File: src/rtl/core_ctrl_pkg.sv
// core_ctrl_pkg: shared types and helpers for the core control blocks.
package core_ctrl_pkg;
   typedef enum logic [1:0] { BOOT, RUN, TRAP } pcseq_state_t;
   function automatic int unsigned align_mask(int unsigned instr_bytes);
      return instr_bytes - 1;
   endfunction
endpackage

File: src/rtl/flush_timer.sv
// flush_timer: loadable down-counter whose nonzero flag drives a multi-cycle flush.
module flush_timer #(
   parameter int unsigned FlushCycles = 2
) (
   input  logic clk,
   input  logic rstn,
   input  logic load,
   output logic busy
);
   logic [3:0] cnt;
   always_ff @(posedge clk or negedge rstn) begin
      if (!rstn) cnt <= '0;
      else if (load) cnt <= 4'(FlushCycles);
      else if (cnt != '0) cnt <= cnt - 4'd1;
   end
   assign busy = cnt != '0;
endmodule

File: src/rtl/pc_sequencer.sv
// pc_sequencer: owns the fetch PC, issues fetch requests, redirects on taken
// branches with a timed pipeline flush and traps on misaligned targets.
module pc_sequencer
   import core_ctrl_pkg::*;
#(
   parameter int unsigned         WordSize    = 32,
   parameter logic [WordSize-1:0] ResetVector = '0,
   parameter int unsigned         InstrBytes  = 4,
   parameter int unsigned         FlushCycles = 2
) (
   input  logic                clk,
   input  logic                rstn,
   input  logic                stall,
   input  logic                br_valid,
   input  logic                br_taken,
   input  logic [WordSize-1:0] br_target,
   input  logic                if_ready,
   output logic                if_valid,
   output logic [WordSize-1:0] if_addr,
   output logic [WordSize-1:0] pc,
   output logic                flush,
   output logic                misalign
);
   localparam logic [WordSize-1:0] AlignMask = WordSize'(align_mask(InstrBytes));
   localparam logic [WordSize-1:0] Step      = WordSize'(InstrBytes);
   pcseq_state_t        state, state_n;
   logic [WordSize-1:0] pc_n;
   logic                pending, pending_n, busy, redirect, aligned, accept;
   flush_timer #(.FlushCycles(FlushCycles)) u_flush_timer (
      .clk  (clk),
      .rstn (rstn),
      .load (redirect),
      .busy (busy)
   );
   always_ff @(posedge clk or negedge rstn) begin
      if (!rstn) begin
         state   <= BOOT;
         pc      <= ResetVector;
         pending <= 1'b0;
      end else begin
         state   <= state_n;
         pc      <= pc_n;
         pending <= pending_n;
      end
   end
   // Redirect outranks accept and stall; an abandoned request is simply dropped.
   always_comb begin
      if_valid  = (state == RUN) && (!stall || pending) && !busy;
      redirect  = (state == RUN) && br_valid && br_taken && !busy;
      aligned   = (br_target & AlignMask) == '0;
      accept    = if_valid && if_ready;
      state_n   = (state == BOOT) ? RUN : (redirect && !aligned) ? TRAP : state;
      pc_n      = redirect ? (aligned ? br_target : pc) : accept ? pc + Step : pc;
      pending_n = !redirect && if_valid && !if_ready;
   end
   assign if_addr  = pc;
   assign flush    = busy;
   assign misalign = state == TRAP;
endmodule

File: config.mk
export PLATFORM = sky130hd
export DESIGN_NAME = pc_sequencer
export DESIGN_NICKNAME = d
export VERILOG_FILES = /design/src/rtl/core_ctrl_pkg.sv /design/src/rtl/flush_timer.sv /design/src/rtl/pc_sequencer.sv
export SDC_FILE = /design/constraint.sdc
export NUM_CORES = 1
export LEC_CHECK = 0
export ABC_AREA = 1
export ABC_CLOCK_PERIOD_IN_PS = 2060
export BUFFER_PORTS_ARGS = -buffer_cell sky130_fd_sc_hd__buf_2
export CELL_PAD_IN_SITES_DETAIL_PLACEMENT = 1
export CELL_PAD_IN_SITES_GLOBAL_PLACEMENT = 2
export CORE_UTILIZATION = 26
export CTS_CLUSTER_SIZE = 14
export DETAILED_ROUTE_END_ITERATION = 7
export PLACE_DENSITY = 0.82
export SLEW_MARGIN = 20
export SYNTH_ARGS = -nofsm -noshare
export SYNTH_HDL_FRONTEND = slang
export SYNTH_SLANG_ARGS = --single-unit
File: constraint.sdc
create_clock -name clk -period 2.06 [get_ports clk]
set_input_delay 0.412 -clock clk [delete_from_list [all_inputs] [get_ports clk]]
set_output_delay 0.412 -clock clk [all_outputs]
set_load 0.005 [all_outputs]
Word-level counts from Yosys, hierarchy flattened
Index checks and enable logic that the tools add are counted.
Word-level totals
  register bits after elaboration: 39
  input bits: 38
  logic and storage cells: 38
Operators by class
  $add $sub $neg: 2
  eq/ne operators: 3
  muxes and demuxes: 7
  reduce and logical (&&, ||, !) cells: 22
Operator list (number)
  2-to-1 mux 32 bit: 3
  adder 32 x 3 -> 32 bit, second input constant: 1
  zero test 32 bit: 1
  logical AND 1 bit: 9
  2-to-1 mux 4 bit: 2
  nonzero test 2 bit: 3
  zero test 1 bit: 5
  2-to-1 mux 2 bit: 2
  nonzero test 4 bit: 1
  subtractor 4 x 1 -> 4 bit, second input constant: 1
  equality test 2 x 1 -> 1 bit, second input constant: 1
  equality test 2 bit, second input constant: 1
  zero test 2 bit: 1
  != test 2 x 1 -> 1 bit, second input constant: 1
  AND reduction 2 bit: 1
  logical OR 1 bit: 1

Longest topological paths before layout
  word-level depth: 7
  gate-level depth with buffers: 13
  mapped depth without buffers: 12

Cells and area by module
A second synthesis with hierarchy kept.
Unflattened totals
  cell total of the unflattened synthesis: 483
  area, all modules: 3189.3 um^2
By module, submodules not included
  pc_sequencer: times used 1, cells each 457, area each 2976.6 um^2, sequential area each 875.8 um^2
  flush_timer: times used 1, cells each 26, area each 212.7 um^2, sequential area each 100.1 um^2

Least setup slack after synthesis
No wires, ideal clock.
  path type: register to register
  start point: reg u_flush_timer.cnt[0]
  end point: reg pc[6], in the netlist if_addr[6]
  setup time: 0.118 ns
  arrival time: 1.475 ns
  data required time: 1.942 ns
  slack: 0.468 ns
  stages on the path, launching flop included: 13
  path buffers: 1
  path through: dfrtp_1 > inv_1 > ha_1 > nand2_2 > nor2_4 > nand2_4 > clkinv_4 > nand2_4 > nand2_8 > inv_4 > buf_4 > nor2_1 > nor2_1
On the way
  word-level cells in the longest chain between the ends: 6
  elaborated cells on any way between the ends: 9
  those cells by class: 1 x eq/ne; 1 x mux; 7 x reduce/logical
Ends and longest elaborated chain
  from (decl): line flush_timer.sv:10  | logic [3:0] cnt;
  from (signal assigned): line flush_timer.sv:13  | else if (load) cnt <= 4'(FlushCycles);
  from (signal assigned): line flush_timer.sv:14  | else if (cnt != '0) cnt <= cnt - 4'd1;
  nonzero test 4 bit (*): line flush_timer.sv:16  | assign busy = cnt != '0;
  zero test 1 bit (*): line pc_sequencer.sv:48, pc_sequencer.sv:49
  logical AND 1 bit: line pc_sequencer.sv:48  | if_valid = (state == RUN) && (!stall || pending) && !busy;
  logical AND 1 bit: line pc_sequencer.sv:51  | accept = if_valid && if_ready;
  nonzero test 2 bit (no line)
  AND reduction 2 bit (no line)
  to (signal assigned): line pc_sequencer.sv:38  | pc <= ResetVector;
  to (signal assigned): line pc_sequencer.sv:42  | pc <= pc_n;
  to (decl): line pc_sequencer.sv:20  | output logic [WordSize-1:0] pc,
Every way passes the cells marked *; elsewhere a longest branch is shown, timed or not.
A chain may end at the register's enable or synchronous reset.

Worst setup path after layout
  start point: reg u_flush_timer.cnt[0]
  end point: out if_valid
On the way
  word-level cells in the longest chain between the ends: 3
Ends and longest elaborated chain
  nonzero test 4 bit: line flush_timer.sv:16
  zero test 1 bit: line pc_sequencer.sv:48
  logical AND 1 bit: line pc_sequencer.sv:48
  to (decl): line pc_sequencer.sv:18  | output logic if_valid,
No other way between the ends.

==> results_dict.tcl <==
set metrics [dict create \
    status "completed" \
    cp-start-kind "flip-flop" \
    tightest_slew_ns 0.574 \
    n_antenna_cell 0 \
    vias_per_cell 4.56 \
    placed_cell_area_um2 3520 \
    track_usage 0.165 \
    combPwrFrac 0.117 \
    dieArea_um2 12300 \
    layout-drive-gt1-share 0.267 \
    netlist_area_um2 3080 \
    vias 3232 \
    path_depth 5 \
    power_switching_share 0.259 \
    synthCells 491 \
    rows 39 \
    grt_pass1_wl_mm 16.3 \
    synth_nets 531 \
    syn_to_final_growth_pct 20.2 \
    yosysSeqAreaShare 0.316 \
    crit_arrival_ns 1.52 \
    worst_ir_drop_vdd_uv 274 \
    grt_pass1_vias 3248 \
    synth_area_per_cell_um2 6.28 \
    drt-total-wl_mm 9.52 \
    seqPwrFrac 0.426 \
    clock_latency_ns 0.29 \
    leakage_nw 1.97 \
    layout_min_cycle_time_ns 1.93 \
    hold_viol_final 0 \
    wl_per_cell_um 13.4 \
    skew_ns 0.00531 \
    crit_family "flip-flops" \
    drt-initial-drc-count 94 \
    crit_chain "inv_1 -> ha_1 -> nand3_1 -> nor3_1 -> buf_2" \
    root_buffer "clkbuf_16" \
    critPathSlowestCell "dfrtp_1" \
    n_fill_cell 1509 \
    clk_pin_slew_ns 0.06 \
    drt_pre_antenna_iters 4 \
    worstPathRequired_ns 1.65 \
    slew_headroom 0.617 \
    io_buffers 104 \
    cts_buffer_depth 2 \
    ys_seq_elements 39 \
    die_height_um 111 \
    crit_buf_inv 2 \
    timing_worst_setup_path_type "reg2out" \
    dp_hpwl_mm 7.49 \
    yosysWarnings 0 \
    setup_viol 0 \
    slowest_delay_ns 0.40 \
    grt_overflow 0 \
    drc 0 \
    h-tree-depth 2 \
    cts_tree "done" \
    stdcell_area_um2 3710 \
    numCtsBuffers 5 \
    powerDensity_nw_per_um2 537 \
    core-area_um2 11500 \
    synth_top_area_frac 0.316 \
    gp_congestion 0.781 \
    yosysTopAreaCell "dfrtp_1" \
    grt_antenna_before_repair 0 \
    finalSetupTns_ns 0 \
    rr_worst_depth 10 \
    fp.dieW_um 111 \
    drv_slew 0 \
    crit_path_end_kind "output port" \
    internal-power_mw 1.48 \
    ioPinCount 105 \
    initial_utilization 0.269 \
    final_common_cell "nand2_1" \
    critPathMaxFanout 4 \
    nets 604 \
    drtAntennaViolNets 0 \
    finalCritPeriodShare 0.937 \
    switchingPower_mw 0.515 \
    clock_sinks 39 \
    synth_area_leaders "dfrtp_1 32%, nand2_1 22%, nor2_1 8.6%, buf_4 8.5%, nand3_1 8.0%" \
    maxCapViolations 0 \
    clock_power_share 0.457 \
    post-cts-setup-buffers 0 \
    layout_common_cells "177 x nand2_1, 104 x buf_2, 69 x nor2_1, 49 x nand3_1, 41 x inv_1" \
    grt_max_degree 34 \
    synth.distinct_cells 28 \
    max_freq_mhz 518 \
    min_path_type "in2async" \
]
==> layer usage <==
layer / track usage / routed length (µm) / vias to the layer above
met3: 0.0252 / 323 / 12
met5: 0 / 0 / -
li1: - / - / 1636
met1: 0.221 / 4670 / 1515
met4: 0.0560 / 179 / 0
met2: 0.269 / 4350 / 69
==> final timing paths <==
check	slack, ns	from	endpoint
min	0.12	rstn	if_addr[20]
min reg2reg	0.48	state[1]	state[1]
max	0.13	u_flush_timer.cnt[0]	if_valid
max reg2reg	0.16	if_addr[2]	if_addr[26]
min in group clk	0.29	if_ready	pending
max in group asynchronous	1.44	rstn	if_addr[11]
==> cell usage after synthesis, drive strengths merged <==
cell type / n
nand2: 181
clkinv: 1
o21a: 2
nand3b: 1
or2: 9
xor2: 2
and2: 3
a21oi: 4
ha: 2
inv: 44
dfrtp: 39
o22ai: 1
nor3: 3
o21ai: 20
nor2: 86
nand3: 49
nand4: 1
buf: 43
==> worst register-to-register path, delay by kind of cell, from the launching register on <==
kind | cells | cell delay (ns)
flip-flops | 1 | 0.45
adder cells (fa/ha/maj) | 1 | 0.27
AND/OR/NAND/NOR | 9 | 1.06
==> cells by family (layout without fill, tap and decap cells) <==
family | count (synthesis) | count (layout) | share of synthesized area
and+or+nand+nor | 333 | 333 | 0.467
AOI/OAI and AO/OA | 27 | 27 | 0.0458
DFF | 39 | 39 | 0.316
xor gates and xnor gates | 2 | 2 | 0.00568
adders and majority gates | 2 | 2 | 0.00811
buffers and inverters | 88 | 162 | 0.157
==> metrics by stage <==
stage / utilization / hold slack (ns) / power (mW) / setup WS (ns) / std cells
2_1_floorplan: - / 0.116 / 0.997 / 0.468 / 491
3_3_place_gp: 0.307 / 0.446 / 1.09 / 0.0887 / 700
3_5_place_dp: 0.307 / 0.451 / 1.10 / -0.0118 / 700
4_1_cts: 0.322 / 0.139 / 2.03 / 0.0810 / 708
5_1_grt: 0.323 / 0.159 / 2.11 / -0.0000890 / 708
6_report: 0.323 / 0.116 / 1.99 / 0.131 / 708
==> final cells by class <==
type | instances | area [µm²] | share of cell area
tap | 143 | 179 | 0.0482
timing repair buffer | 109 | 571 | 0.154
sequential | 39 | 976 | 0.263
inverter | 45 | 179 | 0.0482
multi-input combinational | 364 | 1640 | 0.441
clock buffer | 5 | 125 | 0.0337
clock inverter | 3 | 43.8 | 0.0118
==> power groups by stage <==
stage | registers [mW] | clock network, mW | logic [mW]
2_1_floorplan | 0.854 | 0 | 0.143
3_3_place_gp | 0.859 | 0 | 0.228
3_5_place_dp | 0.864 | 0 | 0.236
4_1_cts | 0.849 | 0.943 | 0.238
5_1_grt | 0.854 | 0.973 | 0.280
6_report | 0.848 | 0.910 | 0.233
==> registers in the layout, summed over array words and instances, names as in the netlist <==
signal / count
if_addr: 32
pending: 1
state: 2
u_flush_timer.cnt: 4
==> timing repair <==
action,4_1_cts,5_1_grt
gates resized for setup,1,4
setup endpoints to repair,1,17
hold buffers,0,0
Note: power is estimated with default switching activity, not from simulation.
